File: src/rtl/hier_node_collector_if.sv
// Report stream from a hierarchy node toward its parent: one valid/ready
// beat per report, carrying the channel id, its count and a saturation flag.
interface hier_node_collector_if #(
  parameter int ID_W  = 4,
  parameter int CNT_W = 8
);
  logic             out_valid;
  logic             out_ready;
  logic [ID_W-1:0]  out_id;
  logic [CNT_W-1:0] out_count;
  logic             out_sat;

  modport master (output out_valid, out_id, out_count, out_sat, input  out_ready);
  modport slave  (input  out_valid, out_id, out_count, out_sat, output out_ready);
endinterface

File: src/rtl/hier_node_collector.sv
// Hierarchy node: NUM_CH saturating event counters raise reports at THRESH or on
// flush; a round-robin arbiter serialises them onto one valid/ready stream.
module hier_node_collector_ch #(
  parameter int CNT_W  = 8,
  parameter int THRESH = 16
) (
  input  logic             clk,
  input  logic             rst_n,
  input  logic             inc,
  input  logic             flush,
  input  logic             gnt,
  output logic [CNT_W-1:0] cnt,
  output logic             sat,
  output logic             pend
);
  localparam logic [CNT_W-1:0] CNT_MAX = '1;
  localparam logic [CNT_W-1:0] THR     = CNT_W'(THRESH);

  logic [CNT_W-1:0] cnt_d, cnt_q;
  logic             sat_d, sat_q;
  logic             pend_d, pend_q;

  always_comb begin
    cnt_d = cnt_q;
    sat_d = sat_q;
    if (gnt) begin
      // an event landing in the grant cycle starts the next report
      cnt_d = inc ? CNT_W'(1) : '0;
      sat_d = 1'b0;
    end else if (inc) begin
      if (cnt_q == CNT_MAX) sat_d = 1'b1;
      else                  cnt_d = cnt_q + CNT_W'(1);
    end
    // cnt_d is non-zero exactly when there is something to flush
    pend_d = (pend_q & ~gnt) | (cnt_d >= THR) | (flush & (cnt_d != '0));
  end

  always_ff @(posedge clk or negedge rst_n) begin
    if (!rst_n) begin
      cnt_q  <= '0;
      sat_q  <= 1'b0;
      pend_q <= 1'b0;
    end else begin
      cnt_q  <= cnt_d;
      sat_q  <= sat_d;
      pend_q <= pend_d;
    end
  end

  assign cnt  = cnt_q;
  assign sat  = sat_q;
  assign pend = pend_q;
endmodule

module hier_node_collector #(
  parameter int NUM_CH = 15,
  parameter int CNT_W  = 8,
  parameter int THRESH = 16
) (
  input  logic                 clk,
  input  logic                 rst_n,
  input  logic                 en,
  input  logic [NUM_CH-1:0]    ch_evt,
  input  logic [NUM_CH-1:0]    ch_flush,
  output logic [NUM_CH-1:0]    pend,
  hier_node_collector_if.master out_if
);
  localparam int ID_W = $clog2(NUM_CH);

  logic [NUM_CH-1:0][CNT_W-1:0] cnt;
  logic [NUM_CH-1:0]            sat;
  logic [NUM_CH-1:0]            gnt;
  logic [ID_W-1:0]              gnt_id;
  logic                         gnt_vld, take;
  logic [ID_W-1:0]              ptr_d, ptr_q;
  logic                         out_valid_d, out_valid_q;
  logic [ID_W-1:0]              out_id_d, out_id_q;
  logic [CNT_W-1:0]             out_count_d, out_count_q;
  logic                         out_sat_d, out_sat_q;

  for (genvar i = 0; i < NUM_CH; i++) begin : g_ch
    hier_node_collector_ch #(.CNT_W(CNT_W), .THRESH(THRESH)) u_ch (
      .clk   (clk),
      .rst_n (rst_n),
      .inc   (ch_evt[i] & en),
      .flush (ch_flush[i]),
      .gnt   (gnt[i]),
      .cnt   (cnt[i]),
      .sat   (sat[i]),
      .pend  (pend[i])
    );
  end

  // Lowest pending index overall, overridden by the lowest one at or above ptr.
  always_comb begin
    gnt_vld = 1'b0;
    gnt_id  = '0;
    for (int i = NUM_CH - 1; i >= 0; i--)
      if (pend[i]) begin
        gnt_vld = 1'b1;
        gnt_id  = ID_W'(i);
      end
    for (int i = NUM_CH - 1; i >= 0; i--)
      if (pend[i] && ID_W'(i) >= ptr_q) gnt_id = ID_W'(i);
  end

  always_comb begin
    take        = gnt_vld & (~out_valid_q | out_if.out_ready);
    gnt         = '0;
    ptr_d       = ptr_q;
    out_valid_d = out_valid_q & ~out_if.out_ready;
    out_id_d    = out_id_q;
    out_count_d = out_count_q;
    out_sat_d   = out_sat_q;
    if (take) begin
      gnt[gnt_id] = 1'b1;
      ptr_d       = (gnt_id == ID_W'(NUM_CH - 1)) ? '0 : gnt_id + ID_W'(1);
      out_valid_d = 1'b1;
      out_id_d    = gnt_id;
      out_count_d = cnt[gnt_id];
      out_sat_d   = sat[gnt_id];
    end
  end

  always_ff @(posedge clk or negedge rst_n) begin
    if (!rst_n) begin
      ptr_q       <= '0;
      out_valid_q <= 1'b0;
      out_id_q    <= '0;
      out_count_q <= '0;
      out_sat_q   <= 1'b0;
    end else begin
      ptr_q       <= ptr_d;
      out_valid_q <= out_valid_d;
      out_id_q    <= out_id_d;
      out_count_q <= out_count_d;
      out_sat_q   <= out_sat_d;
    end
  end

  assign out_if.out_valid = out_valid_q;
  assign out_if.out_id    = out_id_q;
  assign out_if.out_count = out_count_q;
  assign out_if.out_sat   = out_sat_q;
endmodule

File: src/flat_wrapper.sv
// flat-port wrapper written by rule: the top's interface ports become plain ports
module hier_node_collector_flat 
#(
  parameter int NUM_CH = 15,
  parameter int CNT_W  = 8,
  parameter int THRESH = 16
)
  (clk, rst_n, en, ch_evt, ch_flush, pend, out_if_out_valid, out_if_out_id, out_if_out_count, out_if_out_sat, out_if_out_ready);
  hier_node_collector_if #(.ID_W(4), .CNT_W(CNT_W)) out_if_i ();
  input  logic clk;
  input  logic rst_n;
  input  logic en;
  input  logic [NUM_CH-1:0] ch_evt;
  input  logic [NUM_CH-1:0] ch_flush;
  output logic [NUM_CH-1:0] pend;
  output wire logic [$bits(out_if_i.out_valid)-1:0] out_if_out_valid;
  output wire logic [$bits(out_if_i.out_id)-1:0] out_if_out_id;
  output wire logic [$bits(out_if_i.out_count)-1:0] out_if_out_count;
  output wire logic [$bits(out_if_i.out_sat)-1:0] out_if_out_sat;
  input wire logic [$bits(out_if_i.out_ready)-1:0] out_if_out_ready;
  assign out_if_out_valid = out_if_i.out_valid;
  assign out_if_out_id = out_if_i.out_id;
  assign out_if_out_count = out_if_i.out_count;
  assign out_if_out_sat = out_if_i.out_sat;
  assign out_if_i.out_ready = out_if_out_ready;
  hier_node_collector #(.NUM_CH(NUM_CH), .CNT_W(CNT_W), .THRESH(THRESH)) u_core (.clk(clk), .rst_n(rst_n), .en(en), .ch_evt(ch_evt), .ch_flush(ch_flush), .pend(pend), .out_if(out_if_i));
endmodule
File: config.mk
export PLATFORM = sky130hd
export DESIGN_NAME = hier_node_collector_flat
export DESIGN_NICKNAME = d
export VERILOG_FILES = /design/src/rtl/hier_node_collector_if.sv /design/src/rtl/hier_node_collector.sv /design/src/flat_wrapper.sv
export SDC_FILE = /design/constraint.sdc
export NUM_CORES = 1
export LEC_CHECK = 0
export CORE_MARGIN = 8
export CORE_UTILIZATION = 40
export CTS_BUF_LIST = sky130_fd_sc_hd__clkbuf_8
export DETAILED_ROUTE_END_ITERATION = 8
export SLEW_MARGIN = 20
export SYNTH_ARGS = -nofsm -noshare
export SYNTH_HDL_FRONTEND = slang
export SYNTH_SLANG_ARGS = --single-unit
export TNS_END_PERCENT = 50
File: constraint.sdc
create_clock -name clk -period 3.3 [get_ports clk]
set_input_delay 0.33 -clock clk [delete_from_list [all_inputs] [get_ports clk]]
set_output_delay 0.33 -clock clk [all_outputs]
set_load 0.1 [all_outputs]
==> qor.csv <==
metric,value,unit
synthesis.nets,1381,
antenna-diode-count,0,
worst_setup_hold_path_clk_slew,110,ps
wl_per_cell,19.8,um
drc,0,
fin_crit_sh,0.968,
synth-async-reset-ratio,1.00,
ctsLongestPathBuffers,2,
post_synthesis_instance_total,1332,
crit_required,3670,ps
cts_made_buffers,17,
grtUsageTotal,0.218,
synth.yosys.seq_area_share,0.379,
layout.nets,1495,
chipWidth,183,um
globalRoute.totalOverflow,0,
post_synth_instance_area,0.0111,sq mm
postSynthAreaPerCell,8.33,sq um
die_area,0.0333,sq mm
place.gp.congestion,0.951,
drive_above_1_share,0.154,
timing.max_cap.violations,0,
drt_iter0_markers,978,
setup_repair_after_global_routing_missed_its_margin,yes,
routed-via-count,10800,
port_buffers,62,
timing.final.max_slew_violations,0,
pin_count,63,
route.detailed.vias_per_inst,5.86,
grt_first_pass_wirelength,57.1,mm
reg2reg_slack,100,ps
clkSinkCount,168,
power_leakage,5.49,nW
synth.area.top_cells,"dfrtp_1 38%, nor2_1 6.7%, nand2_1 4.5%",
fmax,0.313,GHz
dr.pass1.iters,5,
synth_seq_cells,168,
via_count_of_the_first_global_routing_pass,10100,
worst_ir_drop_vdd,0.411,mV
start_util,0.403,
max-slew-margin-rel,0.345,
drtAntennaViolNets,0,
final_period_minus_worst_setup_slack,3200,ps
end_kind,flip-flop,
fillers,2652,
yosysWarningCount,0,
report.final.setup_viol,0,
whs,393,ps
maximum_number_of_pins_on_one_net_before_global_route_repair,62,
critPathMaxFanout,6,
design.core.area,0.0276,sq mm
synth_flop_cell,dfrtp_1,
cts-htree-levels,4,
power_density,872,mW/mm^2
synth_top_area_share,0.379,
synth_largest_area_cell,dfrtp_1,
antenna_violations_before_repair,0,
p_total,11.5,mW
worst_skew_pair.late_latency,480,ps
synth_edf_count,0,
worst_hold_path_type,in2async,
timing_worst_setup_path_type,reg2reg,
outcome,finished clean,
final_cell_mix,"196 x nor2_1, 165 x dfrtp_1, 133 x nand2_1, 120 x buf_4, 69 x nand3_1",
dp_hpwl,28.2,mm
synth.lib_cells_used.distinct,86,
placed_cell_area,0.0127,sq mm
finalHoldViolCount,0,
crit_path_start_kind,flip-flop,
tritoncts,done,
stdcell_area,0.0132,sq mm
layout.cells.most_common,nor2_1,
rows,61,
drt_wl_total,36.4,mm
tightest_slew,979,ps
root_buffer,clkbuf_8,
cp.arrival,3570,ps
flow.area_growth_from_synthesis,19.4,%
fp.dieH,183,um
clock-skew-final,20.1,ps
==> final timing paths <==
| path | start | endpoint | cells past startpoint |
|---|---|---|---|
| setup / recovery | u_core.g_ch[11].u_ch.pend$_DFF_PN0_ | u_core.out_if.out_count[4]$_DFFE_PN0P_ | 10 |
| hold / removal | rst_n | u_core.g_ch[3].u_ch.cnt[4]$_DFF_PN0_ | 2 |
| setup reg to reg | u_core.g_ch[11].u_ch.pend$_DFF_PN0_ | u_core.out_if.out_count[4]$_DFFE_PN0P_ | 10 |
| hold reg to reg | u_core.out_if.out_id[3]$_DFFE_PN0P_ | u_core.out_if.out_id[3]$_DFFE_PN0P_ | 2 |
| max in group asynchronous | rst_n | u_core.g_ch[7].u_ch.pend$_DFF_PN0_ | 3 |
| min in group clk | ch_flush[10] | u_core.g_ch[10].u_ch.pend$_DFF_PN0_ | 3 |
==> cells in the mapped netlist (17+ instances only) <==
library cell  number
nor2_1           198
dfrtp_1          168
nand2_1          133
a21oi_1           69
nand3_1           69
o21ai_0           58
nor3_1            52
clkbuf_1          48
xor2_1            40
inv_1             31
mux2i_1           30
nand4_1           30
a31oi_1           25
and3_1            24
buf_4             19
xnor2_1           17
==> registers in the layout, summed over array words and instances (netlist names) <==
signal / cells
u_core.out_if.out_count: 8
u_core.ptr_q: 4
u_core.g_ch.u_ch.sat: 15
u_core.g_ch.u_ch.cnt: 120
u_core.out_if.out_id: 4
u_core.g_ch.u_ch.pend: 15
u_core.out_if.out_sat: 1
u_core.out_if.out_valid: 1
==> metal layers <==
layer  GRT usage  share of wire
met1       0.290           0.45
met5           0              0
met3      0.0451          0.065
met2       0.345           0.46
met4      0.0787          0.027
==> stage by stage <==
stage               setup TNS (ps)  setup slack (ps)  std cells   util
floorplan                        0               233       1332      -
global placement             -53.5             -53.5       1800  0.462
detailed placement            -201              -104       1800  0.462
CTS                              0              5.18       1832  0.477
global route                 -14.2             -12.3       1836  0.481
finish                           0               104       1836  0.481
==> power by group <==
group	internal [mW]	switching (mW)
registers	2.62	1.05
logic	2.55	3.78
clock network	0.699	0.851
==> worst max-delay path, stage by stage (launching register included) <==
cell and delay (ps):
dfrtp_1 460, or4_1 550, a21oi_1 160, o211ai_1 120, a31o_1 260, o21a_1 300, buf_4 220, and3_1 160
a2111oi_0 410, a211oi_1 110, o32a_1 360
==> cells by family (layout without fill, tap and decap cells) <==
| kind of cell | after synthesis | after routing | share of synthesized area |
|---|---|---|---|
| and+or+nand+nor | 595 | 595 | 0.258 |
| AOI/OAI and AO/OA | 336 | 336 | 0.211 |
| DFF | 168 | 168 | 0.379 |
| buffers and inverters | 115 | 241 | 0.0469 |
| xor gates and xnor gates | 57 | 57 | 0.0450 |
| muxes | 46 | 46 | 0.0433 |
| adders and majority gates | 15 | 15 | 0.0169 |
==> repair_timing <==
action,CTS,global route
gates resized for setup,3,18
hold buffers,1,0
endpoints found under the hold margin,50,0
setup buffers,0,4
setup endpoints to repair,5,21
pin swaps,2,3
==> layout make-up <==
class / count / area (sq um) / area share
repair buffers: 179 / 1580 / 0.119
well taps: 378 / 473 / 0.0357
clock inverters: 13 / 146 / 0.0110
flip-flops and latches: 168 / 4210 / 0.318
multi-input cells: 1049 / 6470 / 0.489
clock buffers: 18 / 248 / 0.0187
inverters: 31 / 116 / 0.00878
Note: power is estimated with default switching activity, not from simulation.
==> patch (config.mk and constraints unchanged) <==
`NUM_CH` is set to 15 in 2 places; all go to 16.
--- a/src/rtl/hier_node_collector.sv
+++ b/src/rtl/hier_node_collector.sv
@@ -55,3 +55,3 @@
 module hier_node_collector #(
-  parameter int NUM_CH = 15,
+  parameter int NUM_CH = 16,
   parameter int CNT_W  = 8,
--- a/src/flat_wrapper.sv
+++ b/src/flat_wrapper.sv
@@ -3,3 +3,3 @@
 #(
-  parameter int NUM_CH = 15,
+  parameter int NUM_CH = 16,
   parameter int CNT_W  = 8,
Interface: changed (resized ch_evt, ch_flush and pend); port bits go from 63 to 66. The function was not compared with the original's and may differ.
==> patch against the original RTL <==
  * First-iteration DRC count is 0.82% higher
  * Worst setup slack lost 0.079 ns
  * Global-route usage decreased by 1.8 points
  * Wire length is 5.9% lower
  * Sequential cell count increased by 10
  * Total power up 11%
  * Area after synthesis is 3.9% higher
  * Count of clock-buffer cells in the layout up 1
  * Final area increased by 1.3%
==> patch: results (changes against the original RTL) <==
The tools report the source of the worst register-to-register timing path as u_core.ptr_q[3] (was u_core.g_ch[11].u_ch.pend). The logs give 0.000677 V (was 0.000411 V) for the maximum vdd ir drop and 0.340 (was 0.345) for the tightest slew margin relative to the limit. The logs give 26000 um (was 28200 um) for the half-perimeter wire length after placement and 9663 (was 10100) for the number of global-route vias before repair.

For the clock insertion delay at the later pin of the skew report, the log shows 0.46 ns (was 0.48 ns). For the first-pass GRT wire length, the log shows 54000 um (was 57100 um). The fraction of power spent switching nets was 0.483 (was 0.491); the global placer's final weighted congestion was 0.951 (about the same). The post-synthesis xor/xnor area fraction is 0.0524 (was 0.0450). The number of antenna violations at the first check in global routing was 0 (unchanged); the post-detailed-route wirelength per cell was 19.4 um (was 19.8 um). Count of placed standard cells including taps: 1725 (was 1800). The kind of path behind the tightest hold check was input port to register (was input port to asynchronous set/reset pin). The tools report the sequential fraction of design power as 0.311 (was 0.318). Top cells by instance count after synthesis: nor2_1, dfrtp_1, nand2_1 (unchanged).

The post-placement setup slack is -0.184 ns (was -0.104 ns). The final instance count without filler cells came out at 1770 (was 1836). The adder-cell area share of the yosys netlist was 0.0217 (was 0.0169). The clock-pin slew of the registers on the worst-case setup and hold paths works out to 0.09 ns (was 0.11 ns). The largest driver fanout on the critical path came out at 7 (was 6). For the maximum number of pins on one net before global-route repair, the log shows 69 (was 62). The run gives 0.386 (was 0.379) as the sequential fraction of the synthesis area. The via count was 10200 (was 10800); the final net count was 1430 (was 1495). Cell with the biggest individual delay on the critical path: mux4_2 (was or4_1).

The share of final-layout standard cells stronger than drive strength 1 came out at 0.157 (was 0.154). The fraction of the mapped netlist area in compound gates came out at 0.159 (was 0.211). The tools report the worst clock skew as 0.0158 ns (was 0.0201 ns). Largest cells by area after synthesis: dfrtp_1, nor2_1, mux4_2 (was dfrtp_1, nor2_1, nand2_1). The post-synth net total was 1328 (was 1381); the register-to-register setup slack was 0.03 ns (was 0.10 ns). The mean instance size in the synthesized netlist is 9.06 um^2 (was 8.33 um^2), and the number of port buffers is 65 (was 62). The shortest period the worst path allows is 3.27 ns (was 3.20 ns), and the flip-flop count of the largest register after layout is 128 (was 120).

The leakage power was 5.60 nW (was 5.49 nW); the arrival time of data at the critical path endpoint was 3.59 ns (was 3.57 ns). The share of synthesized registers carrying an async set or reset was 1.00 (unchanged). The power density over cell area works out to 954 nW/um^2 (was 872 nW/um^2). The run gives 92 (was 86) as the count of unique library cells instantiated by Yosys. The filler cell count came out at 2754 (was 2652). The mux cell area share after synthesis works out to 0.0958 (was 0.0433).

Termination of the worst setup path: u_core.out_if.out_count[0] (was u_core.out_if.out_count[4]). The run finished with clean final reports. For the global-route total usage across every layer, the log shows 0.200 (was 0.218).
[patch: cell types whose count changed after synthesis, sizes merged, moves of 9 or more]
cell,change
dfrtp,+10
inv,-10
nand3,-16
mux2,-15
a31o,-10
mux4,+29
clkbuf,-21
o22ai,-9
mux2i,+14
a221oi,-10
o21ai,-13
[patch: what timing repair did]
item | in CTS | in global routing
gates resized for setup | 7 | 22
setup buffers | 0 | 13
hold endpoints to repair | 65 | 0
pin swaps | 0 | 6
hold buffers | 1 | 0
setup endpoints to repair | 5 | 20
[patch: layer usage]
metal	GRT usage	vias to the layer above	routed length (um)
met1	0.276	4957	15400
li1	-	4839	-
met2	0.319	330	16000
met4	0.0537	0	868
met3	0.0338	44	2000
met5	0	-	0
[patch: worst min-delay path by stage]
stage                           start                     endpoint  slack (ns)  cells after the start
after floorplan                 rst_n   u_core.g_ch[0].u_ch.cnt[0]        0.03                      0
after global placement          rst_n  u_core.g_ch[12].u_ch.cnt[2]        0.40                      1
after detailed placement        rst_n  u_core.g_ch[12].u_ch.cnt[2]        0.40                      1
after CTS                 ch_flush[8]     u_core.g_ch[8].u_ch.pend        0.40                      3
after global routing      ch_flush[8]     u_core.g_ch[8].u_ch.pend        0.42                      3
final                     ch_flush[8]     u_core.g_ch[8].u_ch.pend        0.42                      3
[patch: through the flow]
step / hold slack [ns] / instance area [um^2]
floorplan: 0.0344 / 11500
global placement: 0.396 / 12800
detailed placement: 0.401 / 12800
CTS: 0.400 / 13300
global route: 0.425 / 13400
finish: 0.425 / 13400
[patch: area by class of cell]
class / instances / area share
Multi-Input combinational cell: 1006 / 0.498
Sequential cell: 178 / 0.332
Timing Repair Buffer: 150 / 0.0982
Tap cell: 384 / 0.0358
Clock buffer: 19 / 0.0195
Clock inverter: 12 / 0.00979
Inverter: 21 / 0.00606
